<file path="src/rtl/hvsync_pkg.sv">
// hvsync_pkg: default raster geometry, derived constants and position type
package hvsync_pkg;
  typedef logic [8:0] pos_t;
  localparam int H_DISPLAY_DEF = 256;
  localparam int H_BACK_DEF = 23;
  localparam int H_FRONT_DEF = 7;
  localparam int H_SYNC_DEF = 23;
  localparam int V_DISPLAY_DEF = 240;
  localparam int V_TOP_DEF = 5;
  localparam int V_BOTTOM_DEF = 14;
  localparam int V_SYNC_DEF = 3;
  localparam int H_MAX = H_DISPLAY_DEF + H_BACK_DEF + H_FRONT_DEF + H_SYNC_DEF - 1;
  localparam int H_SYNC_START = H_DISPLAY_DEF + H_FRONT_DEF;
  localparam int H_SYNC_END = H_SYNC_START + H_SYNC_DEF - 1;
  localparam int V_MAX = V_DISPLAY_DEF + V_TOP_DEF + V_BOTTOM_DEF + V_SYNC_DEF - 1;
  localparam int V_SYNC_START = V_DISPLAY_DEF + V_BOTTOM_DEF;
  localparam int V_SYNC_END = V_SYNC_START + V_SYNC_DEF - 1;
  function automatic logic in_window(pos_t p, int lo, int hi);
    return int'(p) >= lo && int'(p) <= hi;
  endfunction
endpackage

</file>
<file path="src/rtl/hvsync_timing_generator_wrap_counter.sv">
// wrap_counter: 9-bit enabled counter that returns to 0 after MAX
module wrap_counter
  import hvsync_pkg::*;
#(
  parameter int MAX = 308
) (
  input  logic clk,
  input  logic reset,
  input  logic en,
  output pos_t count,
  output logic wrap
);
  assign wrap = count == pos_t'(MAX);
  // count up when enabled; compare-to-max is the only wrap path
  always_ff @(posedge clk)
    count <= (reset || (en && wrap)) ? '0 : count + pos_t'(en);
endmodule

</file>
<file path="src/rtl/hvsync_timing_generator.sv">
// hvsync_timing_generator: raster position, registered syncs (active-low with HVSYNC_SYNC_INVERT_EN)
module hvsync_timing_generator
  import hvsync_pkg::*;
#(
  parameter int H_DISPLAY = H_DISPLAY_DEF,
  parameter int H_BACK = H_BACK_DEF,
  parameter int H_FRONT = H_FRONT_DEF,
  parameter int H_SYNC = H_SYNC_DEF,
  parameter int V_DISPLAY = V_DISPLAY_DEF,
  parameter int V_TOP = V_TOP_DEF,
  parameter int V_BOTTOM = V_BOTTOM_DEF,
  parameter int V_SYNC = V_SYNC_DEF
) (
  input  logic clk,
  input  logic reset,
  output logic hsync,
  output logic vsync,
  output logic display_on,
  output pos_t hpos,
  output pos_t vpos
);
  localparam int HMAX = H_DISPLAY + H_BACK + H_FRONT + H_SYNC - 1;
  localparam int HS_START = H_DISPLAY + H_FRONT;
  localparam int HS_END = HS_START + H_SYNC - 1;
  localparam int VMAX = V_DISPLAY + V_TOP + V_BOTTOM + V_SYNC - 1;
  localparam int VS_START = V_DISPLAY + V_BOTTOM;
  localparam int VS_END = VS_START + V_SYNC - 1;
`ifdef HVSYNC_SYNC_INVERT_EN
  localparam logic SYNC_IDLE = 1'b1;
`else
  localparam logic SYNC_IDLE = 1'b0;
`endif
  logic h_wrap;
  wrap_counter #(.MAX(HMAX)) u_h (
    .clk(clk), .reset(reset), .en(1'b1), .count(hpos), .wrap(h_wrap)
  );
  wrap_counter #(.MAX(VMAX)) u_v (
    .clk(clk), .reset(reset), .en(h_wrap), .count(vpos), .wrap()
  );
  // syncs lag the position by one clock; reset forces the idle level
  always_ff @(posedge clk) begin
    hsync <= SYNC_IDLE ^ (!reset && in_window(hpos, HS_START, HS_END));
    vsync <= SYNC_IDLE ^ (!reset && in_window(vpos, VS_START, VS_END));
  end
  assign display_on = int'(hpos) < H_DISPLAY && int'(vpos) < V_DISPLAY;
endmodule

</file>
<file path="config.mk">
export PLATFORM = sky130hd
export DESIGN_NAME = hvsync_timing_generator
export DESIGN_NICKNAME = d
export VERILOG_FILES = /design/src/rtl/hvsync_pkg.sv /design/src/rtl/hvsync_timing_generator_wrap_counter.sv /design/src/rtl/hvsync_timing_generator.sv
export SDC_FILE = /design/constraint.sdc
export NUM_CORES = 1
export LEC_CHECK = 0
export CORE_MARGIN = 1.5
export CORE_UTILIZATION = 50
export DETAILED_ROUTE_END_ITERATION = 10
export PLACE_DENSITY = 0.81
export SLEW_MARGIN = 10
export SYNTH_ARGS = -nofsm -noshare
export SYNTH_HDL_FRONTEND = slang
export SYNTH_SLANG_ARGS = --single-unit
</file>
<file path="constraint.sdc">
create_clock -name clk -period 2.97 [get_ports clk]
set_clock_uncertainty 0.05 [all_clocks]
set_input_delay 0.594 -clock clk [delete_from_list [all_inputs] [get_ports clk]]
set_output_delay 0.594 -clock clk [all_outputs]
set_load 0.03 [all_outputs]
</file>
* Word-level counts from Yosys, hierarchy flattened
Cells that the tools add are included.
** Operators by class
- Add/subtract/negate cells :: 2
- Magnitude comparators :: 6
- Equal/unequal tests :: 2
- Reductions and logical operators :: 9
** Operators by type and width (count)
- 9-bit == test (second input constant) :: 2
- 9-bit less-or-equal comparator (second input constant) :: 2
- 9-bit by 1-bit adder with 9-bit output :: 1
- 9-bit by 1-bit adder with 9-bit output (second input constant) :: 1
- 9-bit by 8-bit >= comparator with 1-bit output (second input constant) :: 1
- 9-bit >= comparator (second input constant) :: 1
- 9-bit by 8-bit < comparator with 1-bit output (second input constant) :: 1
- 9-bit < comparator (second input constant) :: 1
- 1-bit logical AND :: 6
- 1-bit logical OR :: 2
- 1-bit zero test :: 1
** Word-level totals
- Register bits after elaboration :: 20
- Input bits :: 2
- Output and inout port bits :: 21
- Word-level logic and storage cells :: 23

* Depth between registers and ports, before layout
Gate-level depths: netlist (run 1).
- Word-level depth :: 3
- Depth in mapped cells :: 10
- Gate-level depth less buffers :: 10

* Cells and area by module
From an unflattened synthesis (run 1), not the netlist that was laid out.
** Second synthesis, totals
- Cells, all modules :: 111
- Area total of the unflattened synthesis :: 1009.7 µm²
** Modules (own cells, without submodules)
- wrap_counter at u_v :: times used 1, cells each 49, area each 447.9 µm², sequential area each 180.2 µm²
- wrap_counter at u_h :: times used 1, cells each 47, area each 420.4 µm², sequential area each 180.2 µm²
- hvsync_timing_generator :: times used 1, cells each 15, area each 141.4 µm², sequential area each 40.0 µm²

* Worst setup path after synthesis (run 1)
No wires, ideal clock.
- Path kind :: reg2reg
- Start :: reg u_h.count[8]
- End :: reg u_v.count[6]
- Setup time :: 0.071 ns
- Data arrival time :: 2.117 ns
- Required time :: 2.849 ns
- Path slack :: 0.732 ns
- Cell stages (with the launch flop) :: 8
- Buffers on the path :: 0
- Clock period less this slack :: 2.238 ns
- Path through :: dfxtp_1 or3b_1 nor4_2 ha_1 ha_1 nand3_1 or3_1 a21oi_1
** On the way
- Longest elaborated chain between the ends :: 3
- Elaborated cells between the ends (all ways) :: 4
- Classes of those cells :: add/sub: 1; eq/ne: 1; reduce/logical: 2
** RTL lines
- from (decl) :: RTL line hvsync_timing_generator_wrap_counter.sv:10 : output pos_t count,
- from (signal assigned) :: RTL line hvsync_timing_generator_wrap_counter.sv:16 : count <= (reset || (en && wrap)) ? '0 : count + pos_t'(en);
- 9-bit == test * :: RTL line hvsync_timing_generator_wrap_counter.sv:13 : assign wrap = count == pos_t'(MAX);
- branches (longest 2 deep; another with 9-bit by 1-bit adder with 9-bit output)
- to (signal assigned) :: RTL line hvsync_timing_generator_wrap_counter.sv:16
- to (decl) :: RTL line hvsync_timing_generator_wrap_counter.sv:10
Every way passes the cells marked *.
A chain may end at the register's enable or synchronous reset.

* Final worst setup path (run 1)
- Start :: reg u_v.count[4]
- End :: out display_on
** On the way
- Longest elaborated chain between the ends :: 2
** RTL lines
- 9-bit by 8-bit < comparator with 1-bit output :: RTL line hvsync_timing_generator.sv:45 : assign display_on = int'(hpos) < H_DISPLAY && int'(vpos) < V_DISPLAY;
- 1-bit logical AND :: RTL line hvsync_timing_generator.sv:45
- to (decl) :: RTL line hvsync_timing_generator.sv:18 : output logic display_on,
Every way passes these cells.

==> results by group, run 1 <==
Power and ir drop
  – Tot Pwr: 0.000523 W
  – Power density cells: 436 mW/mm^2
  – LEAKAGE: 0.443 nW
  – Worst VDD drop: 331 uV

Hold path
  – Worst Hold Launch: u_h.count[0]
  – Worst min path class: flop to flop
  – Worst Hold Path EP: u_h.count[0]
  – Hold path depth: 1

Synth
  – Synth top area cells: dfxtp_1 (44%), nor2_1 (7.4%), ha_1 (6.9%)
  – Synth top area share: 44.1%
  – Mapped Cells: 100
  – Synth unique cells: 27
  – Seq/Total Area, Yosys: 44.1%
  – Number of synthesized flops with an enable pin: 0
  – Top_reg_cell synth: dfxtp_1
  – Mean Syn Cell Area: 9.07 um^2
  – Synthesized cell area: 907 um^2
  – FFs w/ async S/R, synth: 0%
  – Syn Nets: 107
  – Synth Warn #: 0
  – FF+latch count, synth: 20
  – Largest area contributor in the netlist: dfxtp_1

Clock network
  – CTS Buf Count: 3
  – CTS tree: done
  – Setup Fix Bufs, Post-CTS: 0
  – CTS Sinks: 20
  – Post-cts resize count: 0
  – Clk slew on worst S/H paths: 0.11 ns
  – Later-pin clock latency in the skew report: 0.30 ns
  – Clock root buffer: clkbuf_4
  – H-tree depth: 1
  – Clock tree buffer depth: 2
  – Hold-fix buffers at CTS: 0

Place
  – Dpl hpwl: 1270 um
  – GPL Wtd Cong: 0.839
  – Post-DP Area: 0.00115 mm^2
  – Buffers on Ports: 22
  – Place WS: 0.762 ns

Layout
  – Area Overhead vs Synth: 32.1%
  – Share of layout cells above drive strength 1: 5.69%
  – Register area: 400 um^2
  – Filler Cells Inserted: 137
  – Finished Cell Area: 0.00120 mm^2
  – N_diodes: 0
  – Multi-input gate area: 483 um^2
  – Nets: 131

Die
  – Chip Width: 45.6 um
  – Initial Utilization: 53.1%
  – I/O pin cnt: 23
  – Core Area: 0.00171 mm^2
  – Die Y: 45.6 um
  – Cell Rows: 15
  – Die area: 0.00208 mm^2

Global route
  – Total gr overflow: 0
  – First-pass GRT wire length: 2780 um
  – Vias in the first global route: 661
  – Antenna violations before repair: 0
  – Total GRT Usage: 18.4%
  – Pin count of the biggest net entering global routing: 13

Worst setup path
  – Worst setup SP type: flop
  – Critical-path cell with the highest stage delay: clkdlybuf4s50_1
  – R2R Path Start: u_h.count[8]
  – Critical-path maximum fanout: 7
  – Critical path class: flop to primary output
  – Crit-path max cell delay: 0.71 ns
  – RR Endpoint: u_v.count[6]
  – Critical path endpoint category: primary output
  – Buf/Inv on CP: 1
  – CP arrival: 1.76 ns
  – R2R setup slack: 0.75 ns
  – Critical Path, Cell by Cell: nand4_1 -> nor3b_1 -> clkdlybuf4s50_1
  – CP required: 2.33 ns
  – Top Family by Delay on Critical Path: buffers and inverters
  – Cell depth of the worst flop-to-flop path: 7

Routing
  – Vias per cell: 5.17
  – Routed length on met1: 797 um
  – Vias: 765
  – Met2 wire length: 795 um
  – WL final: 1690 um
  – DR top layer: met4
  – Initial DRT Pass Iterations: 4
  – DR iter-0 viols: 21
  – WL met3: 61 um
  – Antenna Nets Post-Route: 0
  – Drt drc: 0
  – Wire length per cell: 11.4 um

STA
  – Setup violations, final: 0
  – Worst Max-Slew Pin Slew: 0.414 ns
  – Final critical-path required period: 2.40 ns
  – Final worst-path setup slack: 0.569 ns
  – RSZ-0062 raised after global routing: false
  – Max Freq: 0.416 GHz
  – Final Cycle Share: 80.9%
  – Setup TNS: 0 ns
  – Slew headroom: 72.3%
  – Hold Fails Final Rpt: 0
  – Slew Limit Fails: 0

Run status
  – Outcome: completed

Flow run
  – Max-capacitance violation count: 0
==> layout make-up <==
cell class              count  area share [%]
multi-input cells          74            40.3
flip-flops and latches     20            33.4
repair buffers             22            18.4
well taps                  25            2.61
clock inverters             1            2.51
clock buffers               3            1.88
inverters                   3           0.939
==> per-layer routing <==
layer / vias up / GRT usage [%]
li1: 386 / -
met1: 354 / 25.0
met2: 20 / 27.9
met3: 5 / 2.38
met4: 0 / 10.6
met5: - / 0
==> placed cells by master (no fill, tap or decap) <==
| cell type | count |
|---|---|
| clkdlybuf4s50_1 | 22 |
| nand4_1 | 2 |
| a2111oi_0 | 1 |
| nor2_1 | 18 |
| nand3_1 | 7 |
| or3b_1 | 1 |
| or3_1 | 1 |
| nor3b_1 | 4 |
| nor3_1 | 3 |
| bufinv_16 | 1 |
| a31oi_1 | 1 |
| o21ai_0 | 1 |
| inv_1 | 3 |
| nor4b_1 | 1 |
| ha_1 | 5 |
| clkbuf_4 | 3 |
| nand2_1 | 3 |
| a21oi_1 | 2 |
| or2_2 | 1 |
| xor2_1 | 6 |
| dfxtp_1 | 20 |
| and3_1 | 5 |
| or4_1 | 1 |
| xnor2_1 | 7 |
| and2_1 | 1 |
| or3b_2 | 1 |
| nor4_2 | 1 |
| and4_1 | 1 |
==> synthesized netlist by cell type (2+ instances only) <==
cell / number
dfxtp_1: 20
ha_1: 5
xnor2_1: 7
nor3_1: 3
xor2_1: 6
inv_1: 3
nand2_1: 3
and3_1: 5
clkbuf_1: 2
nand3_1: 7
a21oi_1: 2
nor3b_1: 4
nand4_1: 2
nor2_1: 18
==> report_power, final <==
part | leakage (nW) | internal, W | switching [W]
registers | 0.162 | 0.000272 | 0.00000520
logic | 0.253 | 0.0000125 | 0.0000176
clock network | 0.0279 | 0.000136 | 0.0000798
total | 0.443 | 0.000420 | 0.000103
==> per-stage QoR <==
| step | hold WS [ns] | std cells | utilization (%) |
|---|---|---|---|
| floorplan | 0.544 | 100 | - |
| global placement | 0.431 | 144 | 67.1 |
| detailed placement | 0.451 | 144 | 67.1 |
| CTS | 0.478 | 148 | 70.2 |
| global route | 0.508 | 148 | 70.2 |
| finish | 0.470 | 148 | 70.2 |
==> cells by family (layout without fill, tap and decap cells) <==
logic type / count (synthesis) / in the layout / synth area share (%)
and+or+nand+nor: 51 / 51 / 30.5
adders and majority gates: 5 / 5 / 6.90
xor gates and xnor gates: 13 / 13 / 12.6
DFF: 20 / 20 / 44.1
buffers and inverters: 6 / 29 / 2.62
AOI/OAI and AO/OA: 5 / 5 / 3.31
==> registers in the layout, summed over array words and instances, names as in the netlist <==
name       flops
u_h.count      9
vsync          1
u_v.count      9
hsync          1
==> worst max path at each step <==
stage               cells after the start      endpoint    startpoint  slack (ns)
finish                                  3    display_on  u_v.count[4]        0.57
global route                            3    display_on  u_v.count[4]        0.46
CTS                                     3    display_on  u_v.count[4]        0.56
detailed placement                      7  u_v.count[6]  u_h.count[8]        0.76
global placement                        3         hsync         reset        0.86
floorplan                               7  u_v.count[6]  u_h.count[8]        0.73
(Power assumes the default switching activity.)
==> run 2: changes to the inputs <==
CORE_UTILIZATION = 47   (was 50)
PLACE_DENSITY = 0.77   (was 0.81)
clock period = 2.4 ns   (was 2.97 ns; I/O delays follow)
==> run 2 against run 1 <==
Against the previous run: critical path depth did not move; routed wire length rose by 11%; flip-flop and latch count did not move; core utilization fell by 1.2 points; power rose by 11%; combinational power rose by 41%; critical endpoint unchanged.
==> results by group, run 2 (synthesis gave the netlist of run 1 again) <==
Layout
  – Finished Cell Area: 0.00122 mm^2
  – Non-Filler Instances: 151
  – Most frequent cells in the layout: clkdlybuf4s50_1 (22), dfxtp_1 (20), nor2_1 (18)
  – Area Overhead vs Synth: 34.1%
  – Share of layout cells above drive strength 1: 8.73%
  – Util after Layout: 68.9%
  – N_diodes: 0
  – Most common cell after layout, fill and taps aside: clkdlybuf4s50_1
  – Nets: 134
  – Largest regs: u_h.count: 9 flops, u_v.count: 9 flops

STA
  – Worst Max-Slew Pin Slew: 0.453 ns
  – Final critical-path required period: 2.26 ns
  – Hold Fails Final Rpt: 0
  – RSZ-0062 raised after global routing: false
  – Max Freq: 0.443 GHz
  – Setup violations, final: 0
  – Final Cycle Share: 94.1%
  – Slew Limit Fails: 0
  – Hold slack: 0.479 ns
  – Slew headroom: 69.0%
  – Setup TNS: 0 ns

Place
  – Post-DP Area: 0.00117 mm^2
  – Placed Cells: 147
  – Buffers on Ports: 22
  – Dpl hpwl: 1320 um
  – GPL Wtd Cong: 0.786

Worst setup path
  – Critical path class: flop to primary output
  – Critical-path maximum fanout: 7
  – Worst setup SP type: flop
  – CP arrival: 1.73 ns
  – R2R setup slack: 0.22 ns
  – Critical path endpoint category: primary output
  – CP required: 1.87 ns

Routing
  – Wire length per cell: 12.4 um
  – Drt drc: 0
  – WL final: 1870 um
  – Initial DRT Pass Iterations: 4
  – DR iter-0 viols: 15
  – Vias: 788
  – Vias per cell: 5.22
  – Antenna Nets Post-Route: 0

Power and ir drop
  – Power density cells: 475 mW/mm^2
  – Worst VDD drop: 290 uV
  – LEAKAGE: 0.448 nW

Global route
  – First-pass GRT wire length: 2830 um
  – Vias in the first global route: 653
  – Total gr overflow: 0
  – Antenna violations before repair: 0
  – Pin count of the biggest net entering global routing: 12
  – Total GRT Usage: 18.2%

Flow run
  – Max-capacitance violation count: 0

Clock network
  – Hold-fix buffers at CTS: 0
  – Clock root buffer: clkbuf_4
  – Setup Fix Bufs, Post-CTS: 0
  – Clock tree buffer depth: 2
  – CTS tree: done
  – Clk slew on worst S/H paths: 0.12 ns
  – CTS Buf Count: 3
  – Post-cts resize count: 0
  – Later-pin clock latency in the skew report: 0.29 ns
  – CTS Sinks: 20
  – H-tree depth: 1

Die
  – I/O pin cnt: 23
  – Cell Rows: 15
  – Initial Utilization: 51.4%
  – Core Area: 0.00176 mm^2
  – Die Y: 46.9 um
  – Chip Width: 46.9 um
  – Die area: 0.00220 mm^2

Hold path
  – Worst min path class: flop to flop

Run status
  – Outcome: completed
## run 2: cell count changes in the layout (fill, tap and decap cells not counted)
cell | before | now
ha_1 | 5 | 4
ha_2 | 0 | 1
bufinv_16 | 1 | 0
clkbuf_8 | 0 | 1
buf_4 | 0 | 3
nor4_4 | 0 | 1
nor4_2 | 1 | 0
## run 2: report_power, final
part / internal [W] / switching, W / total [W]
combinational: 0.0000177 / 0.0000246 / 0.0000423
sequential: 0.000336 / 0.00000514 / 0.000341
clock: 0.0000923 / 0.000102 / 0.000195
## run 2: final timing paths
check                    start      endpoint  cells past startpoint
setup / recovery  u_v.count[4]    display_on                      3
hold / removal    u_h.count[0]  u_h.count[0]                      1
setup reg to reg  u_h.count[8]  u_v.count[6]                      7
hold reg to reg   u_h.count[0]  u_h.count[0]                      1
## run 2: layer usage
layer  up-vias  global-route usage, %  wire length (um)  part of all wire, %
met5         -                      0                 0                    0
met4         0                   8.33                21                  1.1
met3         2                   3.85                71                  3.8
met2        20                   27.4               870                   46
met1       367                   24.9               910                   49
li1        399                      -                 -                    -
## run 2: critical path, stage by stage, from the launching register on
cell and delay [ns]:
dfxtp_1 0.48, nand4_1 0.19, nor3b_1 0.18, clkdlybuf4s50_1 0.59
## run 2: stage by stage
stage / total power, W / worst slack, ns
floorplan: 0.000374 / 0.162
global placement: 0.000390 / 0.276
detailed placement: 0.000391 / 0.208
CTS: 0.000582 / 0.115
global route: 0.000599 / 0.00603
finish: 0.000578 / 0.141
## run 2: cell type report
type	instances	area [um^2]
clock buffers	4	36.3
fillers	160	548
inverters	3	11.3
multi-input cells	74	494
flip-flops and latches	20	400
well taps	25	31.3
repair buffers	25	243
==> run 3: changes to the inputs <==
GPL_ROUTABILITY_DRIVEN = 0   (was default)
clock period = 2.2 ns   (was 2.4 ns; I/O delays follow)
==> run 3 against run 2 <==
Against the previous run: routed wire length rose by 4.2%; combinational power grew 22%; final cell count grew 3.3%; die area is the same; sequential share of layout area fell by 1.2 points; worst setup slack lost 0.059 ns; non-clock buffer count up 6; critical path type is now flop to flop; critical endpoint is now u_v.count[6].
==> results by group, run 3 (synthesis gave the netlist of run 1 again) <==
Routing
  – Vias: 789
  – Wire length per cell: 12.5 um
  – DR iter-0 viols: 6
  – Antenna Nets Post-Route: 0
  – Initial DRT Pass Iterations: 3
  – Drt drc: 0
  – WL final: 1950 um
  – Vias per cell: 5.06

Worst setup path
  – Critical Path, Cell by Cell: or3b_4 -> nor4_4 -> ha_2 -> ha_4 -> nand3_2 -> or3_1 -> a21oi_1
  – CP arrival: 2.30 ns
  – Cell depth of the worst flop-to-flop path: 7
  – Crit-path max cell delay: 0.41 ns
  – Worst setup SP type: flop
  – Critical path class: flop to flop
  – RR Endpoint: u_v.count[6]
  – R2R Path Start: u_h.count[8]
  – R2R setup slack: 0.08 ns
  – Critical-path maximum fanout: 4
  – Critical path endpoint category: flop
  – CP required: 2.38 ns
  – Critical-path cell with the highest stage delay: or3b_4

Clock network
  – H-tree depth: 1
  – CTS Buf Count: 3
  – Clock root buffer: clkbuf_4
  – Later-pin clock latency in the skew report: 0.30 ns
  – Hold-fix buffers at CTS: 0
  – CTS Sinks: 20
  – Clk slew on worst S/H paths: 0.11 ns
  – CTS tree: done
  – Clock tree buffer depth: 2

Global route
  – Total gr overflow: 0
  – Antenna violations before repair: 0
  – Met1 Use GR: 27.3%
  – First-pass GRT wire length: 2960 um
  – Vias in the first global route: 662
  – Total GRT Usage: 19.0%
  – GRT met3 Usage: 3.85%
  – Grt peak-use layer: met2
  – Pin count of the biggest net entering global routing: 11
  – Met2 Usage GRT: 28.5%

Layout
  – Nets: 140
  – Most frequent cells in the layout: clkdlybuf4s50_1 (21), dfxtp_1 (19), nor2_1 (18)
  – Finished Cell Area: 0.00127 mm^2
  – Multi-input gate area: 514 um^2
  – Largest regs: u_h.count: 9 flops, u_v.count: 9 flops
  – Most common cell after layout, fill and taps aside: clkdlybuf4s50_1
  – Share of layout cells above drive strength 1: 15.3%
  – Register area: 402 um^2
  – Filler Cells Inserted: 158
  – N_diodes: 0
  – Area Overhead vs Synth: 39.7%

STA
  – Final worst-path setup slack: 0.0819 ns
  – Max Freq: 0.472 GHz
  – Setup TNS: 0 ns
  – Final Cycle Share: 96.3%
  – Final critical-path required period: 2.12 ns
  – Slew headroom: 74.1%
  – Hold Fails Final Rpt: 0
  – Setup violations, final: 0
  – Slew Limit Fails: 0
  – Worst Max-Slew Pin Slew: 0.379 ns

Flow run
  – Max-capacitance violation count: 0

Power and ir drop
  – LEAKAGE: 0.472 nW
  – Tot Pwr: 0.000591 W
  – Power density cells: 466 mW/mm^2
  – Worst VDD drop: 329 uV

Hold path
  – Worst Hold Launch: u_h.count[0]
  – Worst Hold Path EP: u_h.count[0]
  – Worst min path class: flop to flop
  – Hold path depth: 2

Die
  – Initial Utilization: 51.4%
  – Chip Width: 46.9 um
  – Core Area: 0.00176 mm^2
  – Cell Rows: 15
  – I/O pin cnt: 23
  – Die Y: 46.9 um
  – Die area: 0.00220 mm^2

Place
  – Buffers on Ports: 22
  – Dpl hpwl: 1420 um
  – Post-DP Area: 0.00120 mm^2
  – Place WS: 0.0391 ns

Run status
  – Outcome: completed
-- run 3: cell types whose count changed in the layout (fill, tap and decap cells not counted), sizes merged --
| cell | change |
|---|---|
| buf | +6 |
| clkbuf | -1 |
| clkdlybuf4s50 | -1 |
| dlygate4sd2 | +1 |
-- run 3: metrics by stage --
step,cells,util (%),hold WS [ns]
detailed placement,151,68.0,0.476
global placement,151,68.0,0.455
finish,156,71.8,0.505
global route,156,71.8,0.528
CTS,154,69.2,0.500
floorplan,100,-,0.544
-- run 3: worst max-delay path, delay by kind of cell, from the launching register on --
| kind | cells | cell delay [ns] |
|---|---|---|
| AND/OR/NAND/NOR | 4 | 1.11 |
| adder cells (fa/ha/maj) | 2 | 0.39 |
| flip-flops | 1 | 0.37 |
| AO/OA/AOI/OAI | 1 | 0.13 |
-- run 3: what timing repair did --
item,4_1_cts,5_1_grt
endpoints found under the setup margin,1,2
gates resized for setup,1,6
gates cloned,0,0
buffers inserted,0,2
pin swaps,0,2
-- run 3: layout make-up --
type | instances | share of cell area, %
Inverter | 3 | 0.888
Sequential cell | 20 | 31.7
Clock buffer | 3 | 1.78
Multi-Input combinational cell | 74 | 40.6
Timing Repair Buffer | 31 | 22.6
Tap cell | 25 | 2.47
-- run 3: per-layer routing --
| metal | share of wire [%] | vias up |
|---|---|---|
| li1 | - | 405 |
| met1 | 47 | 365 |
| met2 | 48 | 15 |
| met5 | 0 | - |
| met3 | 3.0 | 4 |
| met4 | 1.4 | 0 |
-- run 3: report_power, final --
part           switching, W  internal, W   total, W
logic             0.0000303    0.0000214  0.0000517
clock network      0.000105    0.0000637   0.000168
registers        0.00000378     0.000367   0.000370
total              0.000139     0.000452   0.000591
-- run 3: worst max-delay path by stage --
stage                         to  slack, ns  cells past startpoint         start
finish              u_v.count[6]       0.08                      7  u_h.count[8]
global route        u_v.count[6]      -0.03                      7  u_h.count[8]
CTS                 u_v.count[6]      0.007                      7  u_h.count[8]
detailed placement  u_v.count[6]       0.04                      7  u_h.count[8]
global placement    u_v.count[6]       0.16                      7  u_h.count[8]
floorplan           u_v.count[6]       0.04                      7  u_h.count[6]
